--- src/rtl/conv_tile_sequencer.sv ---
// Feeds the four stride-1 3x3 windows of a 4x4 tile to conv_kernal and
// gathers the four pipelined results into a 2x2 ofmap.
module conv_tile_sequencer #(
    parameter int DATA_W     = 16,
    parameter int KERNEL_LAT = 2
) (
    input  logic                  clk,
    input  logic                  rst_n,
    input  logic                  in_valid,
    output logic                  in_ready,
    input  logic [16*DATA_W-1:0]  in_ifmap,
    input  logic [9*DATA_W-1:0]   in_weight,
    output logic [9*DATA_W-1:0]   win_o,
    output logic [9*DATA_W-1:0]   weight_o,
    output logic                  win_valid_o,
    input  logic [DATA_W-1:0]     kern_result_i,
    output logic                  out_valid,
    input  logic                  out_ready,
    output logic [4*DATA_W-1:0]   out_ofmap,
    output logic                  busy
);

    typedef enum logic [1:0] {IDLE, FEED, DRAIN, DONE} state_e;

    state_e                       state_q, state_d;
    logic [16*DATA_W-1:0]         tile_q, tile_d;
    logic [9*DATA_W-1:0]          weight_q, weight_d;
    logic [9*DATA_W-1:0]          win_q, win_d;
    logic                         win_valid_q, win_valid_d;
    logic [1:0]                   win_idx_q, win_idx_d;
    logic [KERNEL_LAT-1:0]        tag_v_q, tag_v_d;
    logic [KERNEL_LAT-1:0][1:0]   tag_idx_q, tag_idx_d;
    logic [4*DATA_W-1:0]          ofmap_q, ofmap_d;
    logic                         out_valid_q, out_valid_d;
    logic                         in_ready_q, in_ready_d;
    logic                         busy_q, busy_d;

    // Window k has origin row k[1], column k[0]; element j = tile[(r+j/3)*4 + c + j%3].
    function automatic logic [9*DATA_W-1:0] window_of(input logic [16*DATA_W-1:0] t,
                                                      input logic [1:0] k);
        logic [9*DATA_W-1:0] w;
        int unsigned         e;
        w = '0;
        for (int unsigned j = 0; j < 9; j++) begin
            e = (32'(k[1]) + j / 3) * 4 + 32'(k[0]) + j % 3;
            w[j*DATA_W +: DATA_W] = t[e*DATA_W +: DATA_W];
        end
        return w;
    endfunction

    always_comb begin
        state_d     = state_q;
        tile_d      = tile_q;
        weight_d    = weight_q;
        win_d       = '0;
        win_valid_d = 1'b0;
        win_idx_d   = win_idx_q;
        ofmap_d     = ofmap_q;
        out_valid_d = out_valid_q;
        in_ready_d  = in_ready_q;

        // Tag pipeline mirrors the kernel latency so each result lands in its own slot.
        tag_v_d[0]   = win_valid_q;
        tag_idx_d[0] = win_idx_q;
        for (int unsigned i = 1; i < KERNEL_LAT; i++) begin
            tag_v_d[i]   = tag_v_q[i-1];
            tag_idx_d[i] = tag_idx_q[i-1];
        end
        if (tag_v_q[KERNEL_LAT-1]) begin
            ofmap_d[32'(tag_idx_q[KERNEL_LAT-1])*DATA_W +: DATA_W] = kern_result_i;
        end

        case (state_q)
            IDLE: begin
                if (in_valid && in_ready_q) begin
                    tile_d      = in_ifmap;
                    weight_d    = in_weight;
                    win_idx_d   = 2'd0;
                    win_d       = window_of(in_ifmap, 2'd0);
                    win_valid_d = 1'b1;
                    in_ready_d  = 1'b0;
                    state_d     = FEED;
                end
            end
            FEED: begin
                if (win_idx_q == 2'd3) begin
                    state_d = DRAIN;
                end else begin
                    win_idx_d   = win_idx_q + 2'd1;
                    win_d       = window_of(tile_q, win_idx_d);
                    win_valid_d = 1'b1;
                end
            end
            DRAIN: begin
                if (tag_v_q[KERNEL_LAT-1] && tag_idx_q[KERNEL_LAT-1] == 2'd3) begin
                    out_valid_d = 1'b1;
                    state_d     = DONE;
                end
            end
            DONE: begin
                if (out_ready) begin
                    out_valid_d = 1'b0;
                    in_ready_d  = 1'b1;
                    state_d     = IDLE;
                end
            end
            default: state_d = IDLE;
        endcase

        busy_d = (state_d != IDLE);
    end

    always_ff @(posedge clk or negedge rst_n) begin
        if (!rst_n) begin
            state_q     <= IDLE;
            tile_q      <= '0;
            weight_q    <= '0;
            win_q       <= '0;
            win_valid_q <= 1'b0;
            win_idx_q   <= 2'd0;
            tag_v_q     <= '0;
            tag_idx_q   <= '0;
            ofmap_q     <= '0;
            out_valid_q <= 1'b0;
            in_ready_q  <= 1'b1;
            busy_q      <= 1'b0;
        end else begin
            state_q     <= state_d;
            tile_q      <= tile_d;
            weight_q    <= weight_d;
            win_q       <= win_d;
            win_valid_q <= win_valid_d;
            win_idx_q   <= win_idx_d;
            tag_v_q     <= tag_v_d;
            tag_idx_q   <= tag_idx_d;
            ofmap_q     <= ofmap_d;
            out_valid_q <= out_valid_d;
            in_ready_q  <= in_ready_d;
            busy_q      <= busy_d;
        end
    end

    assign in_ready    = in_ready_q;
    assign win_o       = win_q;
    assign weight_o    = weight_q;
    assign win_valid_o = win_valid_q;
    assign out_valid   = out_valid_q;
    assign out_ofmap   = ofmap_q;
    assign busy        = busy_q;

endmodule

--- config.mk ---
export PLATFORM = sky130hd
export DESIGN_NAME = conv_tile_sequencer
export DESIGN_NICKNAME = d
export VERILOG_FILES = /design/src/rtl/conv_tile_sequencer.sv
export SDC_FILE = /design/constraint.sdc
export NUM_CORES = 1
export LEC_CHECK = 0
export CAP_MARGIN = 5
export CORE_AREA = 3 3 305 307
export DETAILED_ROUTE_END_ITERATION = 8
export DIE_AREA = 0 0 308 310
export PLACE_DENSITY = 0.51
export SYNTH_ARGS = -nofsm -noshare
export SYNTH_HDL_FRONTEND = slang
export SYNTH_SLANG_ARGS = --single-unit
--- constraint.sdc ---
create_clock -name clk -period 3.2 [get_ports clk]
set_input_delay 0.48 -clock clk [delete_from_list [all_inputs] [get_ports clk]]
set_output_delay 0.48 -clock clk [all_outputs]
set_load 0.01 [all_outputs]
# Word-level counts from Yosys, hierarchy flattened
# Cells that the tools add are included.
[word_totals]
inputBits = 420
mem_bits_rw = 0
word_cells = 78
latch_bits = 0
reg_bits = 622
out_inout_bits = 356
rom_bits = 0
mem_count = 0
[op_classes]
n_shift = 11
mux = 21
n_eq_ne = 9
n_lt_le_gt_ge = 0
reduce_logical = 11
addsub = 13
div_mod_pow = 0
mul = 0
bitwise_logic = 0
[op_table]
columns = ["cell", "count"]
rows = [
  ["256-bit by 33-bit variable part select with 16-bit output", 6],
  ["144-bit two-way mux", 2],
  ["144-bit one-hot mux with 2 select lines", 1],
  ["256-bit by 10-bit variable part select with 16-bit output", 1],
  ["256-bit by 11-bit variable part select with 16-bit output", 1],
  ["256-bit by 12-bit variable part select with 16-bit output", 1],
  ["28-bit by 1-bit adder with 28-bit output (second input constant)", 3],
  ["64-bit bitwise mux", 1],
  ["16-bit by 34-bit variable shift with 64-bit output (first input constant)", 1],
  ["16-bit by 34-bit variable part select with 64-bit output", 1],
  ["6-bit negation with 34-bit output", 1],
  ["2-bit two-way mux", 6],
  ["3-bit AND reduction", 3],
  ["2-bit == test (second input constant)", 4],
  ["2-bit inequality test (second input constant)", 4],
  ["2-bit one-hot mux with 4 select lines", 1],
  ["2-bit nonzero test", 4],
  ["6-bit by 2-bit adder with 7-bit output (second input constant)", 1],
  ["5-bit by 1-bit adder with 6-bit output", 1],
  ["5-bit by 2-bit adder with 6-bit output (second input constant)", 1],
  ["1-bit two-way mux", 6],
  ["1-bit one-hot mux with 2 select lines", 3],
  ["4-bit by 1-bit adder with 5-bit output", 1],
  ["4-bit by 2-bit adder with 5-bit output (second input constant)", 1],
  ["other kinds (9)", 10],
]

# Depth between registers and ports, before layout
# Gate-level depths: netlist of the first run.
[logic_depth]
ltp_word = 7
mapped_depth = 7
ltp_nobuf = 5

# Least setup slack after synthesis of the first run
# OpenSTA, ideal clock, no wires.
[synth_path]
kind = "flip-flop to flip-flop"
startpoint = "reg tag_idx_q[2] (netlist bit)"
endpoint = "reg ofmap_q[53], in the netlist out_ofmap[53]"
setup_ps = 121
t_required_ps = 3079
stages_incl_launch_ff = 7
arrival_time_ps = 1540
period_less_slack_ps = 1661
path_buffers = 2
slack_ps = 1539
path_cell_list = "dfrtp_1 -> inv_1 -> ha_1 -> and4b_1 -> buf_2 -> buf_4 -> a22o_1"
[synth_between]
elab_chain_cells = 3
elab_cells_between_ends = 4
classes_between = "add/sub: 1; shift: 2; mux: 1"
[synth_lines]
columns = ["item", "line_no", "source"]
rows = [
  ["start: declaration", "32", "logic [KERNEL_LAT-1:0][1:0] tag_idx_q, tag_idx_d;"],
  ["start signal: assignment", "135", "tag_idx_q <= tag_idx_d;"],
  ["6-bit negation with 34-bit output (*)", "70", "ofmap_d[32'(tag_idx_q[KERNEL_LAT-1])*DATA_W +: DATA_W] = kern_result_i;"],
  ["16-bit by 34-bit variable part select with 64-bit output or 16-bit by 34-bit variable shift with 64-bit output (tied branches)", "70", ""],
  ["64-bit bitwise mux (*)", "70", ""],
  ["end signal: assignment", "136", "ofmap_q <= ofmap_d;"],
  ["end: declaration", "33", "logic [4*DATA_W-1:0] ofmap_q, ofmap_d;"],
]
# Mark *: on every way between the ends. The rest lies on a longest branch, timed or not.
# A chain may end at the register's enable or synchronous reset.

# Worst setup path after layout of the first run
[layout_path]
startpoint = "reg win_idx_q[0]"
endpoint = "reg win_q[47], in the netlist win_o[47]"
[layout_between]
elab_chain_cells = 6
elab_cells_between_ends = 7
classes_between = "add/sub: 3; eq/ne: 1; shift: 1; mux: 2"
[layout_lines]
columns = ["item", "line_no", "source"]
rows = [
  ["start: declaration", "30", "logic [1:0] win_idx_q, win_idx_d;"],
  ["start signal: assignment", "133", "win_idx_q <= win_idx_d;"],
  ["2-bit by 1-bit adder with 2-bit output", "89", "win_idx_d = win_idx_q + 2'd1;"],
  ["3-bit by 1-bit adder with 4-bit output", "45", "e = (32'(k[1]) + j / 3) * 4 + 32'(k[0]) + j % 3;"],
  ["4-bit by 2-bit adder with 5-bit output", "45", ""],
  ["256-bit by 10-bit variable part select with 16-bit output", "46", "w[j*DATA_W +: DATA_W] = t[e*DATA_W +: DATA_W];"],
  ["144-bit two-way mux (*)", "86", "if (win_idx_q == 2'd3) begin"],
  ["144-bit one-hot mux with 2 select lines (*)", "73", "case (state_q)"],
  ["net win_d[47]", "28", "logic [9*DATA_W-1:0] win_q, win_d;"],
  ["end signal: assignment", "131", "win_q <= win_d;"],
  ["end: declaration", "28", ""],
]
# Mark *: on every way through the listed nets, which the timed path passes. The rest lies on a longest branch.

==> out/qor.yml, run 1 <==
multiInputGateArea_mm2: 0.008897
fin_crit_sh_pct: 73.33
post-route-min-period_ns: 2.347
worstMarginPinSlew_ns: 0.8434
cts_max_level: 3
clockRootBuffer: "clkbuf_16"
synth_edf_count: 0
place_inst: 4362
place_ws_ns: 0.8042
worstSetupPathType: "flop to flop"
cts_made_buffers: 75
portBuffers: 775
switching_power_mw: 13.68
postRouteAntennaNets: 0
synth_seq_area_share_pct: 61.49
dieArea_mm2: 0.09548
synth-seq-cells: 622
drt_iter0_drc: 1528
clkPwrFrac_pct: 23.6
antenna_found_initial: 25
hold_start: "tag_idx_d[3]$_DFF_PN0_"
r2r_setup_slack_ns: 0.85
wl_met1_um: 42100
io_pins: 776
drc_errors: 0
async_flop_share_pct: 100.0
nFillCells: 8872
routed_wl_um: 103500
internal_power_mw: 24.27
highest-signal-layer: "met5"
overflow: 0
clk_pin_slew_ns: 0.06
track_usage_pct: 20.99
start_kind: "flop"
syn_to_final_growth_pct: 46.35
dp_hpwl_um: 76080
cp-endpoint: "win_o[47]$_DFF_PN0_"
final_cell_area_mm2: 0.03705
finalWorstSetupSlack_ns: 0.8533
clk_path_buf_depth: 3
synth_warnings: 0
worstHoldPathCells: 0
p_comb_share_pct: 39.7
rsz0062_at_grt: "false"
p_seq_share_pct: 36.8
crit_start: "win_idx_q[0]$_DFFE_PN0P_"
relSlewSlack_pct: 43.73
fin_util_pct: 41.04
drt_pass1_iterations: 5
clk_latency_ns: 0.63
core-area_mm2: 0.09029
clock-sinks: 622
total_power_mw: 37.95
p_per_area_mw_per_mm2: 1024
dr_wl_met2_um: 51220
postCtsHoldBufs: 1
run_status: "complete, no violations"
die_x_um: 308
nets: 3690
syn_area_per_cell_um2: 10.09
cts_tree: "yes"
rows: 110
cp.arrival_ns: 2.88
drt-vias-per-instance: 4.599
crit_path_end_kind: "flop"
critical_path.max_fanout: 46
fin_hold_ws_ns: 0.3509
gp_congestion: 0.8290
postCtsSetupBuffers: 0
fin_cells: 4512
postSynthNetCount: 2936
die_height_um: 310
grt_pass1_wl_um: 148800
synth_area_mm2: 0.02532
post_dp_cell_area_mm2: 0.03444
vias: 20750
met3WireLength_um: 7035
worstRegToRegCells: 5
finalSetupViolCount: 0
route.detailed.wl_per_inst_um: 22.94
drive_gt1_share_pct: 7.104
fin_tns_setup_ns: 0
fmax_mhz: 426.1
hold_path_class: "flop to flop"
grt_max_degree: 99
p_leak_nw: 17.65
ys_types: 32
synthFlopType: "dfrtp_1"
ir_drop_uv: 521.9
fin_skew_ns: 0.02544
synthCells: 2510
first_global_vias: 21400
initial_core_util_pct: 28.04
regArea_mm2: 0.01557
p_sw_share_pct: 36.05
hold_viol: 0
worst-endpoint-required_ns: 3.73
slew_viol_final: 0
cts_resized: 0
reg2reg_to: "win_o[47]$_DFF_PN0_"
r2r-start: "win_idx_q[0]$_DFFE_PN0P_"
maxCapViolations: 0
[worst min path at each step]
stage	to	slack, ns
global placement	tag_v_q[1]$_DFF_PN0_	0.33
detailed placement	tag_v_q[1]$_DFF_PN0_	0.34
floorplan	busy$_DFF_PN0_	0.18
finish	tag_idx_q[3]$_DFF_PN0_	0.35
CTS	weight_o[65]$_DFFE_PN0P_	0.32
global route	weight_o[45]$_DFFE_PN0P_	0.34
[flip-flops by register name, summed over array words and instances, names as in the netlist, 2 cells and up]
| name | cells |
|---|---|
| win_idx_q | 2 |
| weight_o | 144 |
| tag_v_q | 2 |
| state_q | 2 |
| tag_idx_q | 2 |
| tag_idx_d | 2 |
| tile_q | 256 |
| out_ofmap | 64 |
| win_o | 144 |
[cells in the mapped netlist (2+ instances only)]
| cell type | count | area, um^2 |
|---|---|---|
| nand2_1 | 1293 | 4853 |
| dfrtp_1 | 621 | 15540 |
| mux2i_1 | 150 | 1501 |
| buf_2 | 91 | 455.4 |
| o211ai_1 | 80 | 600.6 |
| a22o_1 | 64 | 560.5 |
| o221ai_1 | 62 | 543.0 |
| mux2_2 | 42 | 473.0 |
| clkbuf_1 | 26 | 97.59 |
| buf_4 | 25 | 187.7 |
| buf_6 | 11 | 123.9 |
| ha_1 | 6 | 75.07 |
| nand3_1 | 5 | 25.02 |
| a21oi_1 | 4 | 20.02 |
| o21ai_0 | 4 | 20.02 |
| buf_1 | 3 | 11.26 |
| inv_1 | 3 | 11.26 |
| nand2b_1 | 3 | 18.77 |
| a31oi_1 | 2 | 12.51 |
| and4_1 | 2 | 17.52 |
| nor4b_4 | 2 | 47.55 |
[kinds of logic (layout without fill, tap and decap cells)]
family                     count (synthesis)  count (layout)  share of synthesized area [%]
and+or+nand+nor                         1314            1314                          19.93
DFF                                      622             622                          61.49
AOI/OAI and AO/OA                        217             217                          6.979
muxes                                    192             192                          7.799
buffers and inverters                    159             971                          3.504
adders and majority gates                  6               6                         0.2965
other                                      0              14                              0
[power by group through the flow]
| stage | sequential (mW) | combinational, mW | clock, mW |
|---|---|---|---|
| final | 13.9 | 15.1 | 8.94 |
| after global routing | 14.4 | 16.4 | 9.50 |
| after floorplan | 14.4 | 6.30 | 0 |
| after CTS | 14.0 | 15.4 | 9.18 |
| after global placement | 14.0 | 15.3 | 0 |
| after detailed placement | 14.0 | 15.3 | 0 |
[area by class of cell]
type / count / area share, %
timing repair buffer: 833 / 22.94
sequential: 622 / 42.02
clock buffer: 104 / 5.907
inverter: 3 / 0.03039
multi-input combinational: 1729 / 24.01
antenna: 14 / 0.09456
tap: 1176 / 3.971
clock inverter: 31 / 1.013
[routing by layer]
layer / track usage, % / vias up
met5: 0 / -
met4: 6.663 / 16
met3: 6.051 / 152
met1: 25.80 / 10200
li1: - / 9762
met2: 35.66 / 620
[cell usage in the layout, fill, tap and decap left out, types with 5 or more instances in the layout]
cell type,Yosys,final
a22o_1,64,64
buf_12,0,24
buf_4,25,33
bufinv_16,0,7
clkbuf_1,26,11
clkbuf_16,0,77
clkbuf_8,0,16
clkdlybuf4s50_1,0,774
clkinv_2,0,19
dfrtp_1,621,620
diode_2,0,14
ha_1,6,6
mux2_2,42,42
mux2i_1,150,150
nand2_1,1293,1292
nand3_1,5,5
o211ai_1,80,80
o221ai_1,62,62
[critical path: stages, from the launching register on]
cell,delay (ns)
dfrtp_4,0.51
ha_1,0.30
nor3b_2,0.36
nand2_4,0.46
buf_12,0.36
o221ai_1,0.22
Power figures use the tool's default switching activity.
==> run 2: changes to the inputs <==
==> constraint.sdc (replaced) <==
create_clock -name clk -period 2.2 [get_ports clk]
set_input_delay 0.33 -clock clk [delete_from_list [all_inputs] [get_ports clk]]
set_output_delay 0.33 -clock clk [all_outputs]
set_load 0.01 [all_outputs]
==> run 2 against run 1 <==
Sequential share of layout area down 0.73 points. Count of clock-buffer cells in the layout up 9. Total power up 47%. Critical path depth down 4. Via count up 0.89%. Routed wire length up 0.59%. Worst setup slack worse by 0.71 ns. Combinational power up 49%. Clock skew up 0.0025 ns. Non-clock buffer count up 50. Hold slack worse by 0.15 ns. Clock power up 44%. Critical path type is now flop to output pin. Critical endpoint is now win_o[16].
==> out/qor.yml, run 2 (synthesis gave the netlist of run 1 again) <==
final_cell_area_mm2: 0.03771  # was 0.03705 mm^2
dieArea_mm2: 0.09548  # unchanged
fin_crit_sh_pct: 93.33
switching_power_mw: 20.23  # was 13.68 mW
p_leak_nw: 17.97  # was 17.65 nW
vias: 20940  # was 20750
path_depth: 1  # was 5
drc_errors: 0  # unchanged
p_per_area_mw_per_mm2: 1478  # was 1024 mW/mm^2
use_met2_pct: 36.77  # was 35.66%
dp_hpwl_um: 78600  # was 76080 um
die_x_um: 308  # unchanged
crit_slowest_cell: "clkdlybuf4s50_1"  # was dfrtp_4
busiest_layer: "met2"  # unchanged
postCtsSetupBuffers: 0  # unchanged
worst-endpoint-required_ns: 1.87  # was 3.73 ns
p_comb_share_pct: 40.4  # was 39.7%
worstMarginPinSlew_ns: 0.7332  # was 0.8434 ns
clkPwrFrac_pct: 23.2  # was 23.6%
die_height_um: 310  # unchanged
fin_tns_setup_ns: 0  # unchanged
rows: 110  # unchanged
nets: 3742  # was 3690
drt_iter0_drc: 1353  # was 1528
ir_drop_uv: 789.5  # was 521.9 uV
grt_pass1_wl_um: 149600  # was 148800 um
relSlewSlack_pct: 51.00  # was 43.73%
drive_gt1_share_pct: 8.577  # was 7.104%
post_dp_cell_area_mm2: 0.03504  # was 0.03444 mm^2
syn_to_final_growth_pct: 48.95  # was 46.35%
drt-vias-per-instance: 4.584  # was 4.599
overflow: 0  # unchanged
crit_path_end_kind: "output pin"  # was flop
rsz0062_at_grt: "false"  # unchanged
fin_util_pct: 41.76  # was 41.04%
cp_num_buf_inv: 1  # unchanged
cts_tree: "yes"  # unchanged
multiInputGateArea_mm2: 0.008897  # unchanged
io_pins: 776  # unchanged
track_usage_pct: 21.12  # was 20.99%
cts_made_buffers: 77  # was 75
regMostFlops: "tile_q"  # unchanged
start_kind: "flop"  # unchanged
hold_viol: 0  # unchanged
cp.arrival_ns: 1.72  # was 2.88 ns
fin_skew_ns: 0.02793  # was 0.02544 ns
worstRegToRegCells: 4  # was 5
p_seq_share_pct: 36.5  # was 36.8%
run_status: "complete, no violations"  # unchanged
nFillCells: 8852  # was 8872
routed_wl_um: 104100  # was 103500 um
postRouteAntennaNets: 0  # unchanged
drt_pass1_iterations: 5  # unchanged
grt_max_degree: 95  # was 99
clk_path_buf_depth: 3  # unchanged
slowest_delay_ns: 0.72  # was 0.51 ns
antenna_found_initial: 18  # was 25
maxCapViolations: 0  # unchanged
finalSetupViolCount: 0  # unchanged
largest_reg_flops: 256  # unchanged
portBuffers: 775  # unchanged
final_cell_mix: "nand2_1, clkdlybuf4s50_1, dfrtp_1, mux2i_1, o211ai_1"  # unchanged
clk_pin_slew_ns: 0.06  # about the same
p_sw_share_pct: 36.30  # was 36.05%
critical_path.top_delay_family: "buffers and inverters"  # was simple AND/OR/NAND/NOR gates
clockRootBuffer: "clkbuf_16"  # unchanged
fin_hold_ws_ns: 0.1965  # was 0.3509 ns
met1_usage_pct: 25.83  # was 25.80%
core-area_mm2: 0.09029  # unchanged
post-route-min-period_ns: 2.053
first_global_vias: 21790  # was 21400
gp_congestion: 0.8876  # was 0.8290
clk_latency_ns: 0.63  # about the same
initial_core_util_pct: 28.04  # unchanged
route.detailed.wl_per_inst_um: 22.79  # was 22.94 um
crit_chain: "clkdlybuf4s50_1"  # was ha_1 -> nor3b_2 -> nand2_4 -> buf_12 -> o221ai_1
slew_viol_final: 0  # unchanged
worstSetupPathType: "flop to output pin"  # was flop to flop
met3_usage_pct: 5.574  # was 6.051%
clock-sinks: 622  # unchanged
fmax_mhz: 487.0
internal_power_mw: 35.50  # was 24.27 mW
cts_max_level: 3  # unchanged
regArea_mm2: 0.01557  # unchanged
final_common_cell: "nand2_1"  # unchanged
critical_path.max_fanout: 1  # was 46
hold_path_class: "input pin to async pin"  # was flop to flop
## run 2: per-stage QoR
stage               power [mW]  setup slack, ns  std cells
floorplan                30.11           0.5391       2510
global placement         43.16           0.1978       4412
detailed placement       43.26           0.1879       4412
CTS                      56.52          0.07363       4557
global route             59.06          0.04094       4562
finish                   55.73           0.1467       4567
## run 2: cell type report
class | count | area share, %
Clock buffer | 113 | 5.999
Antenna cell | 10 | 0.06636
Clock inverter | 31 | 0.9822
Tap cell | 1176 | 3.902
Timing Repair Buffer | 883 | 24.13
Inverter | 3 | 0.02986
Multi-Input combinational cell | 1729 | 23.60
Sequential cell | 622 | 41.29
## run 2: timing repair
item                       in CTS  in global routing
setup endpoints to repair       1                  0
resized for setup               1                  0
hold buffers                    1                  0
hold endpoints to repair      132                  0
## run 2: final timing paths
kind | start | endpoint | slack [ns]
worst max-delay path | win_o[16]$_DFF_PN0_ | win_o[16] | 0.15
worst min-delay path | rst_n | win_o[107]$_DFF_PN0_ | 0.20
worst max register to register | tag_idx_q[2]$_DFF_PN0_ | out_ofmap[63]$_DFFE_PN0P_ | 0.19
worst min register to register | tag_v_q[0]$_DFF_PN0_ | tag_v_q[1]$_DFF_PN0_ | 0.36
max in group asynchronous | rst_n | weight_o[120]$_DFFE_PN0P_ | 1.16
min in group clk | in_ifmap[54] | tile_q[54]$_DFFE_PN0P_ | 0.22
## run 2: power groups by stage
| stage | Sequential (mW) | Clock, mW | Combinational (mW) |
|---|---|---|---|
| 5_1_grt | 21.0 | 13.7 | 24.4 |
| 3_5_place_dp | 20.4 | 0 | 22.8 |
| 2_1_floorplan | 20.9 | 0 | 9.17 |
| 3_3_place_gp | 20.5 | 0 | 22.7 |
| 6_report | 20.3 | 12.9 | 22.5 |
| 4_1_cts | 20.4 | 13.3 | 22.9 |
## run 2: per-layer routing
metal | up-vias | wire length (um) | share of wire (%)
met5 | - | 120 | 0.12
met4 | 16 | 2865 | 2.8
met3 | 141 | 7090 | 6.8
met2 | 615 | 52240 | 50
met1 | 10300 | 41780 | 40
li1 | 9860 | - | -
